### src/rtl/div_ctrl_if.sv
// Handshake and operand bundle between the EX stage, the divider
// datapath and the division sequencer.
interface div_ctrl_if;
   logic        div_req_i;
   logic        div_signed_i;
   logic [31:0] opa_i;
   logic [31:0] opb_i;
   logic        flush_i;
   logic        div_start_o;
   logic        div_signed_o;
   logic [31:0] div_opa_o;
   logic [31:0] div_opb_o;
   logic        div_cancel_o;
   logic [63:0] div_result_i;
   logic        div_ready_i;
   logic        stall_req_o;
   logic        hilo_we_o;
   logic [31:0] hi_o;
   logic [31:0] lo_o;
   logic        div_zero_o;
   logic        timeout_o;

   modport slave (
      input  div_req_i, div_signed_i, opa_i, opb_i, flush_i,
      input  div_result_i, div_ready_i,
      output div_start_o, div_signed_o, div_opa_o, div_opb_o,
      output div_cancel_o, stall_req_o, hilo_we_o, hi_o, lo_o,
      output div_zero_o, timeout_o
   );

   modport master (
      output div_req_i, div_signed_i, opa_i, opb_i, flush_i,
      output div_result_i, div_ready_i,
      input  div_start_o, div_signed_o, div_opa_o, div_opb_o,
      input  div_cancel_o, stall_req_o, hilo_we_o, hi_o, lo_o,
      input  div_zero_o, timeout_o
   );
endinterface

### src/rtl/div_ctrl.sv
// Multi-cycle divide sequencer: latches operands, stalls the pipe,
// writes HI/LO on success, aborts on flush or watchdog expiry.
module div_ctrl #(
   parameter int TIMEOUT_CYC = 40
) (
   input logic       clk,
   input logic       rst,
   div_ctrl_if.slave bus
);
   localparam int WW = $clog2(TIMEOUT_CYC + 1);

   typedef enum logic [1:0] {IDLE, BUSY, DONE, CANCEL} state_t;

   state_t        state;
   logic [WW-1:0] wdog;
   logic          cxl_last;
   logic          start;
   logic          sgn;
   logic          cancel;
   logic          we;
   logic          zero;
   logic          tmo;
   logic [31:0]   opa;
   logic [31:0]   opb;
   logic [31:0]   hi;
   logic [31:0]   lo;
   logic          accept;

   assign accept = (state == IDLE) && bus.div_req_i && !bus.flush_i;

   // Sequencer: one state register, every output registered except stall
   always_ff @(posedge clk) begin
      if (rst) begin
         state    <= IDLE;
         wdog     <= '0;
         cxl_last <= 1'b0;
         start    <= 1'b0;
         sgn      <= 1'b0;
         cancel   <= 1'b0;
         we       <= 1'b0;
         zero     <= 1'b0;
         tmo      <= 1'b0;
         opa      <= '0;
         opb      <= '0;
         hi       <= '0;
         lo       <= '0;
      end else begin
         unique case (state)
            IDLE: begin
               if (accept) begin
                  opa   <= bus.opa_i;
                  opb   <= bus.opb_i;
                  sgn   <= bus.div_signed_i;
                  wdog  <= '0;
                  start <= 1'b1;
                  state <= BUSY;
               end
            end
            BUSY: begin
               wdog <= wdog + 1'b1;
               if (bus.flush_i) begin
                  start    <= 1'b0;
                  cancel   <= 1'b1;
                  cxl_last <= 1'b0;
                  state    <= CANCEL;
               end else if (bus.div_ready_i) begin
                  start <= 1'b0;
                  we    <= 1'b1;
                  hi    <= bus.div_result_i[63:32];
                  lo    <= bus.div_result_i[31:0];
                  zero  <= (opb == 32'd0);
                  state <= DONE;
               end else if (wdog == WW'(TIMEOUT_CYC - 1)) begin
                  start    <= 1'b0;
                  cancel   <= 1'b1;
                  tmo      <= 1'b1;
                  cxl_last <= 1'b0;
                  state    <= CANCEL;
               end
            end
            DONE: begin
               we    <= 1'b0;
               zero  <= 1'b0;
               hi    <= '0;
               lo    <= '0;
               state <= IDLE;
            end
            CANCEL: begin
               tmo <= 1'b0;
               if (cxl_last) begin
                  cancel <= 1'b0;
                  state  <= IDLE;
               end else begin
                  cxl_last <= 1'b1;
               end
            end
            default: state <= IDLE;
         endcase
      end
   end

   assign bus.stall_req_o  = !rst && ((state == BUSY) || accept);
   assign bus.div_start_o  = start;
   assign bus.div_signed_o = sgn;
   assign bus.div_opa_o    = opa;
   assign bus.div_opb_o    = opb;
   assign bus.div_cancel_o = cancel;
   assign bus.hilo_we_o    = we;
   assign bus.hi_o         = hi;
   assign bus.lo_o         = lo;
   assign bus.div_zero_o   = zero;
   assign bus.timeout_o    = tmo;
endmodule

### src/flat_wrapper.sv
// flat-port wrapper written by rule: the top's interface ports become plain ports
module div_ctrl_flat 
#(
   parameter int TIMEOUT_CYC = 40
)
  (clk, rst, bus_div_req_i, bus_div_signed_i, bus_opa_i, bus_opb_i, bus_flush_i, bus_div_result_i, bus_div_ready_i, bus_div_start_o, bus_div_signed_o, bus_div_opa_o, bus_div_opb_o, bus_div_cancel_o, bus_stall_req_o, bus_hilo_we_o, bus_hi_o, bus_lo_o, bus_div_zero_o, bus_timeout_o);
  div_ctrl_if bus_i ();
  input logic clk;
  input logic rst;
  input wire logic [$bits(bus_i.div_req_i)-1:0] bus_div_req_i;
  input wire logic [$bits(bus_i.div_signed_i)-1:0] bus_div_signed_i;
  input wire logic [$bits(bus_i.opa_i)-1:0] bus_opa_i;
  input wire logic [$bits(bus_i.opb_i)-1:0] bus_opb_i;
  input wire logic [$bits(bus_i.flush_i)-1:0] bus_flush_i;
  input wire logic [$bits(bus_i.div_result_i)-1:0] bus_div_result_i;
  input wire logic [$bits(bus_i.div_ready_i)-1:0] bus_div_ready_i;
  output wire logic [$bits(bus_i.div_start_o)-1:0] bus_div_start_o;
  output wire logic [$bits(bus_i.div_signed_o)-1:0] bus_div_signed_o;
  output wire logic [$bits(bus_i.div_opa_o)-1:0] bus_div_opa_o;
  output wire logic [$bits(bus_i.div_opb_o)-1:0] bus_div_opb_o;
  output wire logic [$bits(bus_i.div_cancel_o)-1:0] bus_div_cancel_o;
  output wire logic [$bits(bus_i.stall_req_o)-1:0] bus_stall_req_o;
  output wire logic [$bits(bus_i.hilo_we_o)-1:0] bus_hilo_we_o;
  output wire logic [$bits(bus_i.hi_o)-1:0] bus_hi_o;
  output wire logic [$bits(bus_i.lo_o)-1:0] bus_lo_o;
  output wire logic [$bits(bus_i.div_zero_o)-1:0] bus_div_zero_o;
  output wire logic [$bits(bus_i.timeout_o)-1:0] bus_timeout_o;
  assign bus_i.div_req_i = bus_div_req_i;
  assign bus_i.div_signed_i = bus_div_signed_i;
  assign bus_i.opa_i = bus_opa_i;
  assign bus_i.opb_i = bus_opb_i;
  assign bus_i.flush_i = bus_flush_i;
  assign bus_i.div_result_i = bus_div_result_i;
  assign bus_i.div_ready_i = bus_div_ready_i;
  assign bus_div_start_o = bus_i.div_start_o;
  assign bus_div_signed_o = bus_i.div_signed_o;
  assign bus_div_opa_o = bus_i.div_opa_o;
  assign bus_div_opb_o = bus_i.div_opb_o;
  assign bus_div_cancel_o = bus_i.div_cancel_o;
  assign bus_stall_req_o = bus_i.stall_req_o;
  assign bus_hilo_we_o = bus_i.hilo_we_o;
  assign bus_hi_o = bus_i.hi_o;
  assign bus_lo_o = bus_i.lo_o;
  assign bus_div_zero_o = bus_i.div_zero_o;
  assign bus_timeout_o = bus_i.timeout_o;
  div_ctrl #(.TIMEOUT_CYC(TIMEOUT_CYC)) u_core (.clk(clk), .rst(rst), .bus(bus_i));
endmodule
### config.mk
export PLATFORM = sky130hd
export DESIGN_NAME = div_ctrl_flat
export DESIGN_NICKNAME = d
export VERILOG_FILES = /design/src/rtl/div_ctrl_if.sv /design/src/rtl/div_ctrl.sv /design/src/flat_wrapper.sv
export SDC_FILE = /design/constraint.sdc
export NUM_CORES = 1
export LEC_CHECK = 0
export BUFFER_PORTS_ARGS = -buffer_cell sky130_fd_sc_hd__buf_2
export CORE_AREA = 2 2 117 119
export DETAILED_ROUTE_END_ITERATION = 16
export DIE_AREA = 0 0 119 121
export GPL_ROUTABILITY_DRIVEN = 0
export PLACE_DENSITY_LB_ADDON = 0.25
export REMOVE_ABC_BUFFERS = 1
export SLEW_MARGIN = 20
export SYNTH_ARGS = -nofsm -noshare
export SYNTH_HDL_FRONTEND = slang
export SYNTH_SLANG_ARGS = --single-unit
### constraint.sdc
create_clock -name clk -period 1.5 [get_ports clk]
set_input_delay 0.075 -clock clk [delete_from_list [all_inputs] [get_ports clk]]
set_output_delay 0.075 -clock clk [all_outputs]
set_load 0.01 [all_outputs]
==> metrics.txt <==
top area cells in the synthesized netlist dfxtp_1, nand2_1, a22oi_1; share of layout cells above drive strength 1 0.438; Leakage 0.00424 µW; worst path arrival time 2.20 ns; First DRT Iteration DRCs 401; fin crit share 1.23; die width 119 µm; Vias/cell 4.97; Yosys top cell area share 0.559; Mapped Avg Cell Area 8.57 µm²; Clock Power Share 0.424; combinational power share 0.160; setup_tns -15.85 ns; H-tree levels 4; Slew Limit Fails 0; fmax 541 MHz; DR vias 5996; Die H 121 µm; worst ir drop on vdd 0.740 mV; CP max stage cell nor4b_4; post-synthesis async set-or-reset flop share 0; Tmin final 1.85 ns; critical path's top delay family buffers and inverters; setup ws final -0.349 ns; CP cell instances buf_6 > buf_6 > nor4b_4 > clkbuf_16 > buf_6 > buf_12 > buf_12 > clkbuf_16 > nand2_1 > a21oi_1; Int Power 7380 µW; Crit Path Class reg -> reg; RR Endpoint u_core.bus.div_opa_o[9]; global-route wire length before repair 28.8 mm; antenna violations before repair 0; # DRC 0; Ys Warns 0; Final Hold Fails 0; maxcap violations 0; placed inst area 6760 µm²; Hold Crit Depth 2; Routed WL per cell 16.2 µm; switching power 2300 µW; Worst-Skew Late Latency 0.41 ns; Final setup viols 72; Worst Setup End Kind flip-flop; cell area after layout 9550 µm²; post-synth cell types 33; Reg clk slew, reported paths 0.06 ns; top_reg_cell synth dfxtp_1; Reg2Reg Depth 10; # rows 42; Max Fanout on Critical Path 5; Slew headroom 0.702; Multi-input gate area 2430 µm²; RSZ-0062 raised after global routing true; cell area after synthesis 5120 µm²; WP data required 1.85 ns; Layout area overhead 86.7%; Total Die Area 14400 µm²; worst slew pin tran 0.443 ns; Nets 1155; Critical R2R Launch u_core.state[1]; Reg power frac 0.415; hpwl dp 10.2 mm; most common cell in the netlist nand2_1; CTS Sinks 143; CP max stage delay 0.33 ns; Placeable Area 13100 µm²; CP Launch Type flip-flop; Post-synth EDFFs 0; violated checks setup timing; TritonCTS clock tree yes; total gr overflow 0; Initial Utilization 0.391; number of placed I/O pins 269; Critical Path Sink u_core.bus.div_opa_o[9]; Cells after Synth 597; ANT nets after route 0; CTS buffer count 17; cell taking the most area after synthesis dfxtp_1; All-Layer GR Usage 0.252; Fin Clk Skew 0.00695 ns; fillcell total 847; Levels on crit path 10; critical path launch point u_core.state[1]; PD cells 1010 nW/µm²; status finished, violations left; clk root buf clkbuf_16; clock buffer depth 2; Buffers on Ports 268; R2R Setup Slk -0.35 ns; Buf/Inv on CP 7; #FFs+latches synth 143; sequential share of the synthesized area 0.559; final wirelength 19.6 mm; largest net degree at the start of global routing 67; most used cell along the critical path buf_6; Hold WC Path Type in -> reg; total power 9680 µW; Post-synth top cells nand2_1, dfxtp_1, a21oi_1, nor2_1, a22oi_1; drt pass-1 iters 4; vias in the first global route 5950; Sw Ratio 0.238; Seq. cell area 2870 µm²; antenna diode count 0
==> state kept, by name, summed over array words and instances, names as in the netlist, 2 cells and up <==
signal,count
u_core.bus.div_opa_o,32
u_core.bus.div_opb_o,32
u_core.bus.hi_o,32
u_core.bus.lo_o,32
u_core.wdog,6
u_core.state,2
==> final cells by class <==
class                      instances  area share
clock inverter                     6     0.00864
sequential                       143       0.300
timing repair buffer             451       0.362
inverter                           1    0.000393
multi-input combinational        406       0.254
clock buffer                      24      0.0515
tap                              176      0.0231
==> timing repair <==
| item | in CTS | in global routing |
|---|---|---|
| pin swaps | 4 | 15 |
| endpoints found under the setup margin | 113 | 141 |
| gates resized for setup | 25 | 97 |
| cloned | 7 | 4 |
| endpoints found under the hold margin | 129 | 0 |
| hold buffers | 129 | 0 |
| buffers inserted | 17 | 2 |
==> power by group through the flow <==
stage               registers [µW]  clock network [µW]  logic (µW)
global route                  4040                4330        1660
CTS                           4010                4160        1390
floorplan                     4150                   0         304
global placement              4080                   0         927
detailed placement            4090                   0         932
finish                        4020                4110        1550
==> through the flow <==
step,std cells,setup slack (ns),util,hold WS [ns]
CTS,1204,-0.321,0.694,0.0138
global route,1207,-0.416,0.730,0.0308
finish,1207,-0.349,0.730,0.0295
floorplan,550,-2.27,-,0.144
detailed placement,1022,-0.114,0.517,0.322
global placement,1022,-0.0966,0.517,0.316
==> routing by layer <==
layer / wire length, µm / global-route usage / vias up
met5: 0 / 0 / -
li1: - / - / 2878
met1: 7880 / 0.281 / 2844
met3: 1050 / 0.0686 / 48
met4: 573 / 0.0997 / 0
met2: 10100 / 0.453 / 226
==> cells in the final DEF, fill, tap and decap left out, types with 11 or more instances in the layout <==
| master | n |
|---|---|
| a21oi_1 | 52 |
| a21oi_2 | 27 |
| a22oi_1 | 11 |
| a22oi_2 | 46 |
| buf_12 | 11 |
| buf_2 | 267 |
| buf_4 | 22 |
| clkbuf_16 | 22 |
| dfxtp_1 | 140 |
| dlygate4sd3_1 | 129 |
| nand2_1 | 148 |
| nor2_1 | 65 |
==> how the worst min path moves through the flow <==
stage | startpoint | slack (ns) | to
5_1_grt | rst | 0.03 | u_core.wdog[4]
2_1_floorplan | rst | 0.14 | u_core.bus.div_opa_o[0]
3_5_place_dp | bus_opa_i[20] | 0.32 | u_core.bus.div_opa_o[20]
6_report | rst | 0.03 | u_core.wdog[0]
3_3_place_gp | bus_div_result_i[49] | 0.32 | u_core.bus.hi_o[17]
4_1_cts | bus_div_ready_i | 0.01 | u_core.bus.div_start_o
==> logic make-up (layout without fill, tap and decap cells) <==
logic type,Yosys count,count (layout),synth area share
flip-flops,143,143,0.559
AND/OR/NAND/NOR,257,257,0.209
multiplexers,3,3,0.00660
AO/OA/AOI/OAI,145,145,0.174
adder cells (fa/ha/maj),1,1,0.00244
buffers and inverters,48,482,0.0491
No activity file was read; power rests on OpenSTA's default activity.
